--- config.mk ---
export PLATFORM = sky130hd
export DESIGN_NAME = calc_seq
export DESIGN_NICKNAME = d
export VERILOG_FILES = /design/src/rtl/calc_seq.sv
export SDC_FILE = /design/constraint.sdc
export NUM_CORES = 1
export LEC_CHECK = 0
export ABC_CLOCK_PERIOD_IN_PS = 1900
export CAP_MARGIN = 15
export CORE_MARGIN = 2
export CORE_UTILIZATION = 44
export CTS_CLUSTER_DIAMETER = 30
export DETAILED_ROUTE_END_ITERATION = 10
export PLACE_DENSITY = 0.71
export SKIP_LAST_GASP = 1
export SLEW_MARGIN = 20
export SYNTH_ARGS = -nofsm -noshare
export SYNTH_HDL_FRONTEND = slang
export SYNTH_SLANG_ARGS = --single-unit
--- constraint.sdc ---
create_clock -name clk -period 1.9 [get_ports clk]
set_input_delay 0.475 -clock clk [delete_from_list [all_inputs] [get_ports clk]]
set_output_delay 0.475 -clock clk [all_outputs]
set_load 0.02 [all_outputs]
--- src/rtl/calc_seq.sv ---
// Sequencing controller for the calculator's shift-register datapath: drives the
// A/B register op codes and accumulator strobes for multiply, shift and load.
module calc_seq #(
  parameter int W  = 5,
  parameter int CW = 3
) (
  input  logic          clk,
  input  logic          rst,
  input  logic          start,
  input  logic [1:0]    cmd,
  input  logic [CW-1:0] cnt,
  input  logic          b_zero,
  input  logic          b_lsb,
  output logic [1:0]    op_a,
  output logic [1:0]    op_b,
  output logic          acc_clr,
  output logic          acc_add,
  output logic          busy,
  output logic          done
);

  localparam int IW = $clog2(W + 1);

  localparam logic [1:0] OP_HOLD = 2'b00;
  localparam logic [1:0] OP_LOAD = 2'b01;
  localparam logic [1:0] OP_SHR  = 2'b10;
  localparam logic [1:0] OP_SHL  = 2'b11;

  localparam logic [1:0] CMD_MUL = 2'b00;
  localparam logic [1:0] CMD_SHL = 2'b01;
  localparam logic [1:0] CMD_LD  = 2'b11;

  typedef enum logic [2:0] {
    S_IDLE,
    S_LOAD,
    S_MUL,
    S_SHIFT,
    S_DONE
  } state_t;

  state_t        state, state_n;
  logic [1:0]    cmd_q, cmd_n;
  logic [CW-1:0] rem, rem_n;
  logic [IW-1:0] iter, iter_n;

  always_ff @(posedge clk) begin
    if (!rst) begin
      state <= S_IDLE;
      cmd_q <= '0;
      rem   <= '0;
      iter  <= '0;
    end else begin
      state <= state_n;
      cmd_q <= cmd_n;
      rem   <= rem_n;
      iter  <= iter_n;
    end
  end

  always_comb begin
    state_n = state;
    cmd_n   = cmd_q;
    rem_n   = rem;
    iter_n  = iter;
    op_a    = OP_HOLD;
    op_b    = OP_HOLD;
    acc_clr = 1'b0;
    acc_add = 1'b0;
    busy    = (state != S_IDLE);
    done    = 1'b0;

    case (state)
      S_IDLE: begin
        if (start) begin
          cmd_n   = cmd;
          rem_n   = cnt;
          iter_n  = '0;
          state_n = S_LOAD;
        end
      end

      S_LOAD: begin
        op_a = OP_LOAD;
        if (cmd_q == CMD_MUL || cmd_q == CMD_LD) op_b = OP_LOAD;
        acc_clr = (cmd_q == CMD_MUL);
        if (cmd_q == CMD_MUL)                   state_n = S_MUL;
        else if (cmd_q == CMD_LD || rem == '0)  state_n = S_DONE;
        else                                    state_n = S_SHIFT;
      end

      S_MUL: begin
        // Once B has drained to zero no further partial products remain.
        if (b_zero) begin
          state_n = S_DONE;
        end else begin
          acc_add = b_lsb;
          op_a    = OP_SHL;
          op_b    = OP_SHR;
          iter_n  = iter + 1'b1;
          if (iter == IW'(W - 1)) state_n = S_DONE;
        end
      end

      S_SHIFT: begin
        op_a  = (cmd_q == CMD_SHL) ? OP_SHL : OP_SHR;
        rem_n = rem - 1'b1;
        if (rem == CW'(1)) state_n = S_DONE;
      end

      S_DONE: begin
        done    = 1'b1;
        state_n = S_IDLE;
      end

      default: state_n = S_IDLE;
    endcase
  end

endmodule

* After elaboration in Yosys (flattened, before gate mapping)
Cells that the tools add are included.
Widths: inputs -> output; s select.
** Operators by class
- $add $sub $neg :: 2
- Equality and inequality tests :: 12
- Mux-type cells :: 22
- Reductions and logical operators :: 12
** Operator list (number)
- $mux 3 :: 9
- $pmux 3 s2 :: 2
- $pmux 3 s4 :: 1
- $eq 3x1->1 const B :: 2
- $eq 3x2->1 const B :: 2
- $eq 3x3->1 const B :: 2
- $logic_not 3->1 :: 2
- $mux 1 :: 6
- $ne 2x2->1 const B :: 3
- $pmux 2 s3 :: 1
- $reduce_and 3->1 :: 2
- $mux 2 :: 2
- $pmux 2 s2 :: 1
- $reduce_and 2->1 :: 2
- $reduce_bool 2->1 :: 2
- $add 3x1->3 const B :: 1
- $ne 3x3->1 const B :: 1
- $reduce_bool 3->1 :: 1
- $sub 3x1->3 const B :: 1
- $eq 2x1->1 const B :: 1
- $eq 2x2->1 const B :: 1
- $logic_not 2->1 :: 1
- $logic_or 1x1->1 :: 2
** Storage, ports and cells
- Bits in registers :: 11
- Bits of input ports :: 10
- Output and inout bits :: 8

* Logic depth before layout (Yosys ltp)
Gate-level depths: netlist of the first run.
- Depth in word-level cells :: 5
- Mapped depth :: 6
- Gate-level depth less buffers :: 6

* Worst setup path before layout of the first run
Ideal clock, no wire load.
- Path kind :: register -> output
- Start :: reg state[1]
- End :: out acc_add
- Arrival :: 1.301 ns
- Setup slack :: 0.124 ns
- Stages on the path, launching flop included :: 5
- Buffers on the path :: 0
- Cells stage by stage :: dfxtp_1 -> inv_2 -> or4_4 -> clkinv_2 -> and2_1
** On the way
- Longest elaborated chain between the ends :: 2
** Ends and longest elaborated chain
- start, declared :: RTL line 41 : state_t state, state_n;
- start signal, assigned :: RTL line 53 : state <= state_n;
- $eq 3x2->1 :: RTL line 72 : case (state)
- $mux 1 :: RTL line 72
- end, declared :: RTL line 17 : output logic acc_add,
No other way between the ends.

* Final worst setup path of the first run
- Start :: in b_zero
- End :: out acc_add
** On the way
- Longest elaborated chain between the ends :: 2
** Ends and longest elaborated chain
- start, declared :: RTL line 12 : input logic b_zero,
- $mux 1 :: RTL line 93 : if (b_zero) begin
- $mux 1 :: RTL line 72
No other way between the ends.

==> results of run 1 <==
==> worst max-delay path: stages <==
cell and delay, ns:
buf_2 0.11, or4_4 0.56, inv_4 0.07, and2_4 0.13, buf_6 0.10
==> flip-flops by register name (all words and copies together), names as in the netlist <==
| name | cells |
|---|---|
| state | 3 |
| cmd_q | 2 |
| iter | 3 |
| rem | 3 |
==> stage by stage <==
step / std cells / power, mW / instance area, um2
global route: 148 / 1.438 / 1052
global placement: 144 / 1.179 / 1044
CTS: 148 / 1.335 / 1056
finish: 148 / 1.326 / 1052
floorplan: 95 / 0.8837 / 785.8
detailed placement: 144 / 1.199 / 1044
==> cell type report <==
type | instances | area [um2] | share of cell area (%)
Inverter | 12 | 47.55 | 4.518
Sequential cell | 11 | 221.5 | 21.05
Clock buffer | 4 | 26.28 | 2.497
Tap cell | 25 | 31.28 | 2.973
Multi-Input combinational cell | 67 | 494.2 | 46.97
Timing Repair Buffer | 29 | 231.5 | 22.00
==> final timing paths <==
kind / from / endpoint / slack [ns] / cells after the start
max: b_zero / acc_add / -0.03 / 5
min: iter[1] / iter[1] / 0.51 / 2
max reg2reg: state[0] / cmd_q[0] / 0.25 / 6
min reg2reg: iter[1] / iter[1] / 0.51 / 2
==> routing by layer <==
metal | wire length [um] | GRT usage (%) | vias up
met4 | 14 | 4.000 | 0
met1 | 767 | 21.03 | 345
met2 | 860 | 31.94 | 9
met3 | 41 | 3.529 | 2
met5 | 0 | 0 | -
li1 | - | - | 385
==> where the power goes <==
| part | leakage [nW] | internal (mW) | switching [mW] |
|---|---|---|---|
| logic | 0.370 | 0.386 | 0.440 |
| clock network | 0.0150 | 0.0813 | 0.0858 |
| registers | 0.0904 | 0.291 | 0.0411 |
==> timing repair <==
action                                  CTS  global route
setup buffers                             0             0
endpoints found under the setup margin    8             7
gates resized for setup                  27            13
pin swaps                                 2             1
==> layout by cell type, fill, tap and decap left out, drive strengths merged, types with 2 or more instances in the layout <==
| cell | count |
|---|---|
| inv | 12 |
| a21boi | 3 |
| mux2i | 3 |
| nand3 | 2 |
| nand2b | 2 |
| a31oi | 2 |
| o21a | 2 |
| nor3 | 2 |
| a21oi | 4 |
| and3 | 2 |
| and2 | 2 |
| clkbuf | 8 |
| o221a | 2 |
| nor2 | 4 |
| nand2 | 7 |
| dfxtp | 11 |
| ha | 8 |
| buf | 16 |
| o21ai | 7 |
| nor2b | 3 |
| clkdlybuf4s50 | 8 |
==> logic make-up (layout without fill, tap and decap cells) <==
logic type / Yosys count / after routing / synth area share [%]
flops: 11 / 11 / 28.03
simple gates: 32 / 32 / 24.68
compound gates: 24 / 24 / 20.54
buf+inv: 17 / 45 / 10.19
mux: 3 / 3 / 3.822
fa+ha+maj: 8 / 8 / 12.74
==> metrics.md, run 1 <==
| Metric | Value |
|---|---|
| Syn Inst Count | 95 |
| Hold_ws | 0.5059 ns |
| Post-layout util | 61.61% |
| Vias in the first global route | 716 |
| Final worst-path cycle share | 101.6% |
| Mapped cell area | 785.8 um2 |
| Gpl congestion | 0.7453 |
| Largest fanout on the critical path | 3 |
| Top post-synthesis cells by count | dfxtp_1, inv_1, ha_1 |
| Core box area | 1708 um2 |
| Ranking of synthesized cells by area | dfxtp_1, ha_1, inv_1 |
| Root Buffer | clkbuf_4 |
| Synthesized net count | 113 |
| Setup TNS Final | -0.03055 ns |
| Pre-CTS setup slack | -0.6922 ns |
| Status | finished, violations left |
| Yosys cell types | 39 |
| Least-Margin Pin Slew | 0.3698 ns |
| Power per cell area | 1260 nW/um2 |
| First drt pass iteration count | 4 |
| Fmax | 518.0 MHz |
| Syn-to-layout area delta | 33.92% |
| Post-synth EDFFs | 0 |
| Hold WC Path Type | reg2reg |
| Worst path arrival time | 1.46 ns |
| Std cell rows | 15 |
| Routed WL | 1683 um |
| Clock Sink Count | 11 |
| Cell taking the most area after synthesis | dfxtp_1 |
| CTS Buffer Depth | 2 |
| Mean post-synth cell area | 8.271 um2 |
| Seq/Total Area, Yosys | 28.03% |
| Yosys warnings | 0 |
| CTS HTree Levels | 1 |
| Initial antenna violation count | 0 |
| DRC | 0 |
| Clock skew | 0.004248 ns |
| Violated checks | negative setup slack |
| Final setup violation count | 1 |
| Final #Nets | 142 |
| Grt ovf | 0 |
| Via density | 5.007 |
| DR WL/cell | 11.37 um |
| Die ar. | 2140 um2 |
| Share of cells above drive strength 1 | 28.46% |
| Ys flop type | dfxtp_1 |
| Worst Setup Path Type | in2out |
| Dpl hpwl | 1311 um |
| Layout fillers | 144 |
| Hold-fix buffers, CTS | 0 |
| FFs w/ async S/R, synth | 0% |
| Unrepaired setup endpoints after global routing | yes |
| Synthesized flop and latch total | 11 |
| CP required | 1.42 ns |
| CTS clk-pin slew, worst paths | 0.08 ns |
| Worst setup margin | -0.03055 ns |
| GRT Total Usage | 17.64% |
| Most numerous cell in the Yosys netlist | dfxtp_1 |
| Max-slew violation count | 0 |
| Starting density of the core | 46.01% |
| Endpoints failing hold | 0 |
| Clock latency on the worst-skew pair | 0.27 ns |
| Rel. slew slack | 75.27% |
| Nature of the critical path endpoint | primary output |
| Buffers on Ports | 17 |
| CTS buffer count | 3 |
| Minimum clock period after layout | 1.931 ns |
| Global-route wire length before repair | 2711 um |
| Largest net degree at the start of global routing | 13 |
| TritonCTS clock tree | done |
| Worst vdd ir | 626.7 uV |
| Die width | 46.26 um |
| P_leak | 0.4757 nW |
| DIE HEIGHT | 46.26 um |
| Initial DRC Count | 11 |
| Vias | 741 |
| Antenna diodes | 0 |
| Crit path launch type | input port |
| IO Pins | 18 |
| Routed Antenna Nets | 0 |
| Yosys top cell area share | 28.03% |
| Max Cap Viol | 0 |
(Power assumes the default switching activity.)
==> run 2: changes to the inputs <==
Settings changed: CORE_UTILIZATION 44 to 48, PLACE_DENSITY 0.71 to 0.76.
==> run 2 against run 1 <==
  * The flow still finishes with violations (negative setup slack)
  * Register-to-register slack barely moved
  * Critical path type unchanged
  * Sequential share of layout area rose by 0.46 points
  * First-iteration DRC count fell by 36%
  * Power fell by 1.7%
  * Clock power barely moved
  * Global-route usage rose by 1.1 points
  * Clock-buffer cell count did not move
  * Critical path depth did not move
  * Flip-flop and latch count did not move
  * Setup slack got worse by 0.0012 ns
  * Largest cell class unchanged
  * Sequential power barely moved
==> metrics.md, run 2 (synthesized netlist as in run 1, its figures left out) <==
| Metric | Value |
|---|---|
| Die ar. | 1977 um2 (-7.6%) |
| Post-DP Area | 1032 um2 (-1.1%) |
| Most common cell after layout, fill and taps aside | buf_4 |
| Finished Layout Cells | 139 (-6.1%) |
| CTS Buffer Depth | 2 (unchanged) |
| Std cell rows | 14 (-1) |
| Initial DRC Count | 7 (-4) |
| Largest fanout on the critical path | 3 (unchanged) |
| Grt ovf | 0 (unchanged) |
| Dpl hpwl | 1226 um (-6.5%) |
| Max-slew violation count | 0 (unchanged) |
| Hold WC Path Type | reg2reg |
| Minimum clock period after layout | 1.932 ns (+0.001177 ns) |
| FF-to-FF setup slack | 0.25 ns (about the same) |
| Capture point of the worst path | acc_add |
| Buffers on Ports | 17 (unchanged) |
| CTS buffer count | 3 (unchanged) |
| Endpoints failing hold | 0 (unchanged) |
| Routed Antenna Nets | 0 (unchanged) |
| Crit path launch type | input port |
| Status | finished, violations left |
| Worst vdd ir | 624.9 uV (-0.29%) |
| IO Pins | 18 (unchanged) |
| Least-Margin Pin Slew | 0.3574 ns (-0.01239 ns) |
| Register-to-Register Path Depth | 5 (-1) |
| Root Buffer | clkbuf_4 |
| GRT Total Usage | 18.77% (+1.1 points) |
| DRC | 0 (unchanged) |
| Violated checks | negative setup slack |
| Register area | 221.5 um2 (unchanged) |
| Hold-fix buffers, CTS | 0 (unchanged) |
| Biggest registers after layout | iter (3), rem (3), state (3) |
| Gpl congestion | 0.7652 (+2.7%) |
| DR WL/cell | 11.37 um (about the same) |
| Vias | 736 (-0.67%) |
| Max Cap Viol | 0 (unchanged) |
| Vias in the first global route | 703 (-1.8%) |
| Worst setup margin | -0.03173 ns (-0.001177 ns) |
| Antenna diodes | 0 (unchanged) |
| DIE HEIGHT | 44.46 um (-3.9%) |
| CTS clk-pin slew, worst paths | 0.07 ns (about the same) |
| Post-layout util | 67.57% (+6.0 points) |
| Clock latency on the worst-skew pair | 0.27 ns (about the same) |
| Fmax | 517.7 MHz (about the same) |
| Rel. slew slack | 76.10% (+0.83 points) |
| Core box area | 1524 um2 (-11%) |
| RR Endpoint | rem[2] |
| Worst Setup Path Type | in2out |
| Die width | 44.46 um (-3.9%) |
| CP required | 1.42 ns (about the same) |
| Starting density of the core | 51.56% (+5.6 points) |
| Global-route wire length before repair | 2766 um (+2.0%) |
| Final #Nets | 142 (unchanged) |
| TritonCTS clock tree | done |
| Multi-input logic area | 488.0 um2 (-1.3%) |
| Via density | 5.295 (+5.8%) |
| Syn-to-layout area delta | 31.05% |
| Post-CTS setup buffers | 0 (unchanged) |
| Initial antenna violation count | 0 (unchanged) |
| Final Cell Area | 1030 um2 (-2.1%) |
| First drt pass iteration count | 4 (unchanged) |
| Clock Sink Count | 11 (unchanged) |
| RR Startpoint | state[0] |
| Most frequent cells in the layout | buf_4, inv_1, dfxtp_1, ha_1, clkdlybuf4s50_1 |
| Worst path arrival time | 1.46 ns (about the same) |
| Share of cells above drive strength 1 | 26.83% (-1.6 points) |
| Final setup violation count | 1 (unchanged) |
| Clock skew | 0.003875 ns (-0.0003729 ns) |
| Power per cell area | 1265 nW/um2 (+0.44%) |
| Routed WL | 1580 um (-6.1%) |
| Placed Cells | 135 (-6.3%) |
| P_leak | 0.4731 nW (-0.56%) |
| Largest net degree at the start of global routing | 13 (unchanged) |
| Setup crit start | b_zero |
| CTS HTree Levels | 1 (unchanged) |
| Final worst-path cycle share | 101.7% (about the same) |
| Layout fillers | 149 (+3.5%) |
| Unrepaired setup endpoints after global routing | yes |
| Nature of the critical path endpoint | primary output |
==> run 2: changes by cell type in the layout (fill, tap and decap cells not counted), sizes merged <==
cell / change
clkinv: +1
inv: -1
==> run 2: critical path: stages <==
cell and delay [ns]:
buf_2 0.11, or4_4 0.55, clkinv_2 0.07, and2_1 0.12, buf_4 0.13
==> run 2: final cells by class <==
cell class | instances | area share (%)
Multi-Input combinational cell | 67 | 47.39
Timing Repair Buffer | 29 | 22.11
Inverter | 12 | 4.496
Tap cell | 16 | 1.944
Sequential cell | 11 | 21.51
Clock buffer | 4 | 2.552
==> run 2: repair_timing <==
| action | CTS | global route |
|---|---|---|
| pin swaps | 2 | 1 |
| resized for setup | 27 | 8 |
| endpoints found under the setup margin | 8 | 6 |
==> run 2: where the power goes <==
group          switching, mW  total, mW  internal (mW)
clock network         0.0848      0.166         0.0811
registers             0.0405      0.331          0.291
logic                  0.428      0.806          0.377
total                  0.554       1.30          0.749
==> run 2: metal layers <==
layer / part of all wire [%] / global-route usage [%]
met1: 45 / 22.11
met2: 50 / 33.91
met3: 3.7 / 2.449
met4: 0.76 / 7.273
met5: 0 / 0
==> run 2: worst min path at each step <==
stage	endpoint	depth (start not counted)	from
2_1_floorplan	rem[0]	1	rem[0]
3_3_place_gp	rem[0]	1	rem[0]
3_5_place_dp	rem[0]	1	rem[0]
4_1_cts	rem[0]	1	rem[0]
5_1_grt	rem[0]	1	rem[0]
6_report	rem[0]	1	rem[0]
==> run 2: through the flow <==
| step | hold WS (ns) | total power, mW | worst slack, ns | setup TNS, ns |
|---|---|---|---|---|
| 5_1_grt | 0.5147 | 1.413 | -0.06069 | -0.06069 |
| 3_5_place_dp | 0.4829 | 1.192 | -0.6962 | -2.869 |
| 4_1_cts | 0.4963 | 1.326 | -0.09143 | -0.09143 |
| 2_1_floorplan | 0.4502 | 0.8837 | 0.1242 | 0 |
| 3_3_place_gp | 0.4656 | 1.175 | -0.6957 | -2.758 |
| 6_report | 0.5036 | 1.303 | -0.03173 | -0.03173 |
